--- config.mk ---
export PLATFORM = sky130hd
export DESIGN_NAME = raster_to_bitplane
export DESIGN_NICKNAME = d
export VERILOG_FILES = /design/src/rtl/raster_to_bitplane.sv
export SDC_FILE = /design/constraint.sdc
export NUM_CORES = 1
export LEC_CHECK = 0
export ABC_AREA = 1
export BUFFER_PORTS_ARGS = -buffer_cell sky130_fd_sc_hd__buf_2
export CAP_MARGIN = 25
export CORE_MARGIN = 4
export CORE_UTILIZATION = 40
export CTS_CLUSTER_DIAMETER = 200
export DETAILED_ROUTE_END_ITERATION = 7
export PLACE_DENSITY = 0.6
export SKIP_CTS_REPAIR_TIMING = 1
export SYNTH_ARGS = -nofsm -noshare
export SYNTH_HDL_FRONTEND = slang
export SYNTH_SLANG_ARGS = --single-unit
export TNS_END_PERCENT = 50
--- constraint.sdc ---
create_clock -name clk -period 5.1 [get_ports clk]
set_input_delay 1.02 -clock clk [delete_from_list [all_inputs] [get_ports clk]]
set_output_delay 1.02 -clock clk [all_outputs]
set_load 0.05 [all_outputs]
--- src/rtl/raster_to_bitplane.sv ---
// Packs per-pixel colour values MSB-first into GPU RAM bit-plane bytes/words.
// Define RASTER_PACK_BITMASK_EN to mask unfilled bits on a partial flush.
module raster_to_bitplane #(
  parameter int ADDR_W = 20
) (
  input  logic              clk,
  input  logic              reset_n,
  input  logic [3:0]        mode,
  input  logic              line_start,
  input  logic [ADDR_W-1:0] base_addr,
  input  logic              pix_valid,
  output logic              pix_ready,
  input  logic [15:0]       pix_data,
  input  logic              pix_last,
  output logic              wr_valid,
  input  logic              wr_ready,
  output logic [ADDR_W-1:0] wr_addr,
  output logic [15:0]       wr_data,
  output logic [1:0]        wr_be,
  output logic [7:0]        wr_bitmask,
  output logic              line_done
);

  typedef enum logic {IDLE, PACK} state_e;

  state_e            state_q, state_d;
  logic [2:0]        mode_q;
  logic [ADDR_W-1:0] addr_q;
  logic [15:0]       acc_q;
  logic [3:0]        cnt_q;
  logic              wr_valid_q;
  logic [ADDR_W-1:0] wr_addr_q;
  logic [15:0]       wr_data_q;
  logic [1:0]        wr_be_q;
  logic [7:0]        wr_bitmask_q;
  logic              last_q;

  logic              mode_ok;
  logic              pix_fire;
  logic              is_word;
  logic [2:0]        lg_bpp;
  logic [4:0]        bpp;
  logic [3:0]        cnt_inc;
  logic [4:0]        filled;
  logic [3:0]        shamt;
  logic [15:0]       pix_mask;
  logic [15:0]       pix_shifted;
  logic [15:0]       acc_next;
  logic              acc_full;
  logic              emit;
  logic [7:0]        mask_next;

  assign mode_ok  = (mode >= 4'd1) && (mode <= 4'd5);
  assign pix_fire = pix_valid && pix_ready;

  // Byte modes: pixel k of width bpp lands at bits [7-k*bpp -: bpp].
  assign is_word     = (mode_q == 3'd5);
  assign lg_bpp      = mode_q - 3'd1;
  assign bpp         = 5'd1 << lg_bpp;
  assign cnt_inc     = cnt_q + 4'd1;
  assign filled      = {1'b0, cnt_inc} << lg_bpp;
  assign shamt       = 4'(5'd8 - filled);
  assign pix_mask    = is_word ? 16'hFFFF : ((16'h1 << bpp) - 16'h1);
  assign pix_shifted = is_word ? pix_data : ((pix_data & pix_mask) << shamt);
  assign acc_next    = acc_q | pix_shifted;
  assign acc_full    = is_word || (filled == 5'd8);
  assign emit        = pix_fire && (acc_full || pix_last);

`ifdef RASTER_PACK_BITMASK_EN
  assign mask_next = is_word ? 8'hFF : ~(8'hFF >> filled[3:0]);
`else
  assign mask_next = 8'hFF;
`endif

  always_ff @(posedge clk or negedge reset_n) begin
    if (!reset_n) state_q <= IDLE;
    else          state_q <= state_d;
  end

  always_comb begin
    state_d = state_q;
    if (line_start)                 state_d = mode_ok ? PACK : IDLE;
    else if (emit && pix_last)      state_d = IDLE;
  end

  // line_start has priority over a same-cycle pixel handshake.
  always_comb begin
    pix_ready = (state_q == PACK) && !line_start && (!wr_valid_q || wr_ready);
  end

  always_ff @(posedge clk or negedge reset_n) begin
    if (!reset_n) begin
      mode_q       <= '0;
      addr_q       <= '0;
      acc_q        <= '0;
      cnt_q        <= '0;
      wr_valid_q   <= 1'b0;
      wr_addr_q    <= '0;
      wr_data_q    <= '0;
      wr_be_q      <= '0;
      wr_bitmask_q <= '0;
      last_q       <= 1'b0;
    end else begin
      if (wr_valid_q && wr_ready) wr_valid_q <= 1'b0;
      if (line_start) begin
        if (mode_ok) begin
          mode_q <= mode[2:0];
          addr_q <= base_addr;
        end
        acc_q <= '0;
        cnt_q <= '0;
        // A still-pending write belongs to an abandoned line; it completes silently.
        if (state_q == PACK) last_q <= 1'b0;
      end else if (pix_fire) begin
        if (emit) begin
          wr_valid_q   <= 1'b1;
          wr_addr_q    <= addr_q;
          wr_data_q    <= is_word ? acc_next : {8'h00, acc_next[7:0]};
          wr_be_q      <= is_word ? 2'b11 : 2'b01;
          wr_bitmask_q <= mask_next;
          last_q       <= pix_last;
          addr_q       <= addr_q + (is_word ? ADDR_W'(2) : ADDR_W'(1));
          acc_q        <= '0;
          cnt_q        <= '0;
        end else begin
          acc_q <= acc_next;
          cnt_q <= cnt_inc;
        end
      end
    end
  end

  assign wr_valid   = wr_valid_q;
  assign wr_addr    = wr_addr_q;
  assign wr_data    = wr_data_q;
  assign wr_be      = wr_be_q;
  assign wr_bitmask = wr_bitmask_q;
  assign line_done  = wr_valid_q && wr_ready && last_q;

endmodule
**After elaboration in Yosys (flattened, before gate mapping)**

Index checks and enable logic that the tools add are counted.

- Flip-flop bits (word level): 85
- Input port bits: 46
- Output and inout bits: 49
- Logic and storage cells: 75

- Add/sub/neg operators: 5
- Order comparisons: 2
- Eq/ne operators: 4
- Shift operators: 4
- Multiplexer cells: 26
- Bitwise operators: 3
- Reductions and logical operators: 20

Operators with widths:

| kind | number |
|---|---|
| $mux W16 | 6 |
| $mux W20 | 4 |
| $add A20 B2 Y20 | 1 |
| $and A16 B16 Y16 | 1 |
| $or A16 B16 Y16 | 1 |
| $shl A1 B5 Y16 const A | 1 |
| $shl A16 B4 Y16 | 1 |
| $sub A16 B1 Y16 const B | 1 |
| $mux W4 | 3 |
| $mux W1 | 11 |
| $reduce_and A3 Y1 | 3 |
| $logic_and A1 B1 Y1 | 8 |
| $reduce_bool A2 Y1 | 3 |
| $eq A5 B4 Y1 const B | 1 |
| $shl A1 B3 Y5 const A | 1 |
| $shl A4 B3 Y5 | 1 |
| $add A4 B1 Y4 const B | 1 |
| $ge A4 B1 Y1 const B | 1 |
| $le A4 B3 Y1 const B | 1 |
| $mux W2 | 2 |
| $ne A2 B1 Y1 const B | 2 |
| $sub A4 B4 Y4 const A | 1 |
| $eq A3 B3 Y1 const B | 1 |
| $logic_or A1 B1 Y1 | 3 |
| 4 further kinds | 5 |

**Logic depth before layout (Yosys ltp)**

- Depth in word-level cells: 12
- Mapped depth: 27
- Gate-level depth less buffers: 26

**Worst setup path after synthesis**

No wires, ideal clock.

- Path type: register to register
- From: register mode_q[1]
- To: register addr_q[18]
- Setup time: 0.129 ns
- Arrival time: 3.364 ns
- Required time: 4.971 ns
- Setup slack: 1.607 ns
- Cell stages (with the launch flop): 20
- Path buffers: 2
- Clock period less this slack: 3.493 ns
- Cells stage by stage: dfrtp_1 inv_1 ha_1 nand2_1 buf_2 buf_2 ha_1 inv_1 fa_1 nor4_2 nand3_1 nor2_1 nand3_1 nor3_1 nand2_1 nor2_1 nand2_1 xor2_1 nand2_1 a31oi_1

- Cells in the longest elaborated chain, start to end: 8
- Elaborated cells between the ends (all ways): 14
- Classes of those cells: 2 x add/sub; 2 x eq/ne; 1 x shift; 4 x mux; 5 x reduce/logical

Ends and longest elaborated chain:

| element | line | text |
|---|---|---|
| start, declared | 27 | `logic [2:0] mode_q;` |
| start signal, assigned | 107 | `mode_q <= mode[2:0];` |
| parallel branches: the longest is 8 deep, another holds $add A20 B2 Y20 | - |  |
| end signal, assigned | 108 | `addr_q <= base_addr;` |
| end signal, assigned | 122 | `addr_q <= addr_q + (is_word ? ADDR_W'(2) : ADDR_W'(1));` |
| end, declared | 28 | `logic [ADDR_W-1:0] addr_q;` |

Several ways; the timed one is not identified. The select of a mux whose other input is x is not followed.
A chain may end at the register's enable or synchronous reset.

**Final worst setup path**

- From: register mode_q[0]
- To: register addr_q[18]

Same word-level chain as after synthesis.

==> reports/results.ini <==
[floorplanning]
start_util = 0.4070
die_area_um2 = 16030
die_w_um = 126.6
core-area_um2 = 13830
ios = 95
die_h_um = 126.6
std_cell_rows = 43

[global_routing]
gr-total-overflow = 0
grt_pass1_vias = 5122
grt_use_total = 0.1922
grt_max_degree = 47
antenna_found_initial = 0
grt_pass1_wl_um = 24980

[synthesis]
synth_nets = 846
ys_ff_latch = 84
yosysWarnings = 0
synth_cells = 788
yosysSeqAreaShare = 0.3735
ys_types = 49
synth_area_per_cell_um2 = 7.142
syn_area_um2 = 5628

[layout]
multiInputGateArea_um2 = 3014
drive_above_1_share = 0.1889
n_fill_cell = 1436
post-route-util = 0.4705
num_antenna_cells = 0
area_growth_pct = 15.61
nets = 921
seqCellArea_um2 = 2102

[drt]
drc = 0
avgViaCountPerCell = 5.119
vias = 5365
totalWireLength_um = 14870
drt_iter0_markers = 309
ant_nets = 0
dr.pass1.iters = 5
wire_per_inst_um = 14.18

[critical_path]
crit_arrival_ns = 4.02
start_kind = flip-flop
crit_type = flip-flop to flip-flop
crit_fanout = 16
cp-end-kind = flip-flop
crit_required_ns = 5.32
ff2ff_path_depth = 16

[placement]
port-buffer-count = 94
gpl.final_weighted_congestion = 0.9187
place_hpwl_um = 11320

[timing]
post-route-min-period_ns = 3.800
skew_ns = 0.006606
period_share = 0.7450
fmax_mhz = 263.2
whs_ns = 0.4746
slew_headroom = 0.6043
rsz0062_at_grt = no
worst_pin_slew_ns = 0.5936
tns_ns = 0
finalSetupViolCount = 0
hold_viol = 0
report.final.slew_viol_count = 0

[clocking]
worstSkewPairLatency_ns = 0.35
cts.sinks = 84
clk_pin_slew_ns = 0.06
cts_buffers = 9
h-tree-depth = 3
clockBufferDepth = 2
cts_root_buf = clkbuf_16
cts_tree = built

[power]
p_leak_nw = 3.433
finalPower_mw = 3.619
vdd_drop_max_mv = 0.4757
pwr_density_cell_nw_per_um2 = 556.3

[hold_path]
whs_path_depth = 2
hp-class = flip-flop to flip-flop

[run]
maxCapViolCount = 0

[run_status]
status = finished, final reports clean

[where the power goes]
part | leakage, nW | internal, mW | switching [mW]
combinational | 2.20 | 0.548 | 1.41
sequential | 1.08 | 0.841 | 0.121
clock | 0.155 | 0.427 | 0.271
[flip-flops by register name, indices dropped and copies added (netlist names), 2 cells and up]
name     cells
wr_be        2
mode_q       3
cnt_q        4
addr_q      20
wr_addr     20
acc_q       16
wr_data     16
[per-stage QoR]
step | instances | setup slack [ns] | area (um^2)
2_1_floorplan | 788 | 1.607 | 5628
3_3_place_gp | 1032 | 1.381 | 6190
3_5_place_dp | 1032 | 1.265 | 6190
4_1_cts | 1048 | 1.250 | 6506
5_1_grt | 1048 | 0.7599 | 6506
6_report | 1048 | 1.300 | 6506
[cells in the final DEF (no fill, tap or decap), drive strengths merged, types with 4 or more instances in the layout]
cell type,instances
nand4,9
a21o,7
nor4,4
xor2,14
buf,103
o211ai,13
nand3,98
clkbuf,9
nor2,52
o21ai,63
a21oi,12
a31oi,13
inv,80
dfrtp,84
ha,11
nand2,261
nor3,6
clkinv,6
[worst max-delay path, stage by stage (launching register included)]
cell	delay, ns
dfrtp_1	0.51
ha_1	0.26
nand2_1	0.42
ha_1	0.28
inv_1	0.06
fa_1	0.42
nor4_2	0.40
nand3_1	0.20
nor2_1	0.17
nand3_1	0.12
nor3_1	0.25
nand2_1	0.11
nor2_1	0.14
nand2_1	0.08
xor2_1	0.14
nand2_1	0.05
a31oi_1	0.07
[path summary, 6_finish.rpt]
kind,start,end,slack [ns]
setup / recovery,mode_q[0],addr_q[18],1.30
hold / removal,wr_be[1],wr_be[1],0.47
setup reg to reg,mode_q[0],addr_q[18],1.30
hold reg to reg,wr_be[1],wr_be[1],0.47
max in group asynchronous,reset_n,wr_valid,3.47
min in group asynchronous,reset_n,acc_q[14],0.63
[cell type report]
class | count | share of cell area
Sequential cell | 84 | 0.3231
Timing Repair Buffer | 103 | 0.08308
Inverter | 82 | 0.04731
Tap cell | 180 | 0.03462
Clock buffer | 9 | 0.03462
Clock inverter | 7 | 0.01404
Multi-Input combinational cell | 583 | 0.4633
[logic make-up after synthesis]
group                      Yosys count  share of synthesized area
adders and majority gates           12                    0.02801
xor gates and xnor gates            16                    0.02824
and+or+nand+nor                    435                     0.3533
buffers and inverters              121                    0.09093
AOI/OAI and AO/OA                  120                     0.1261
DFF                                 84                     0.3735
[layer usage]
| layer | vias up | routed length, um | GRT usage |
|---|---|---|---|
| met5 | - | 0 | 0 |
| met4 | 0 | 310 | 0.05741 |
| met3 | 25 | 838 | 0.05053 |
| met2 | 133 | 6890 | 0.3051 |
| met1 | 2483 | 6826 | 0.2587 |
| li1 | 2724 | - | - |
[synth_stat cells, drive strengths merged]
cell type    n  area (um^2)
inv         80        300.3
xor2        14        122.6
nor2        52        227.7
nor3         6        41.29
a311oi       1        8.760
fa           1        20.02
o21a         1        7.510
a22o         1        8.760
nor3b        1        7.510
o21ai       63        315.3
nand2      261         1020
ha          11        137.6
nand3       98        565.6
nor4         4        31.28
o31ai        1        7.510
a21o         7        52.55
o2111ai      1        8.760
a21oi       12        60.06
o21bai       2        15.01
nand4        9        68.81
a211oi       2        15.01
xnor2        2        36.29
clkbuf      12        45.04
nand3b       1        7.510
clkinv       2        7.510
or2          2        12.51
and3         1        6.260
a31oi       13        81.33
o211ai      13        107.6
o22ai        2        12.51
dfrtp       84         2102
buf         27        158.9
a31o         1        8.760
(Power assumes the default switching activity.)
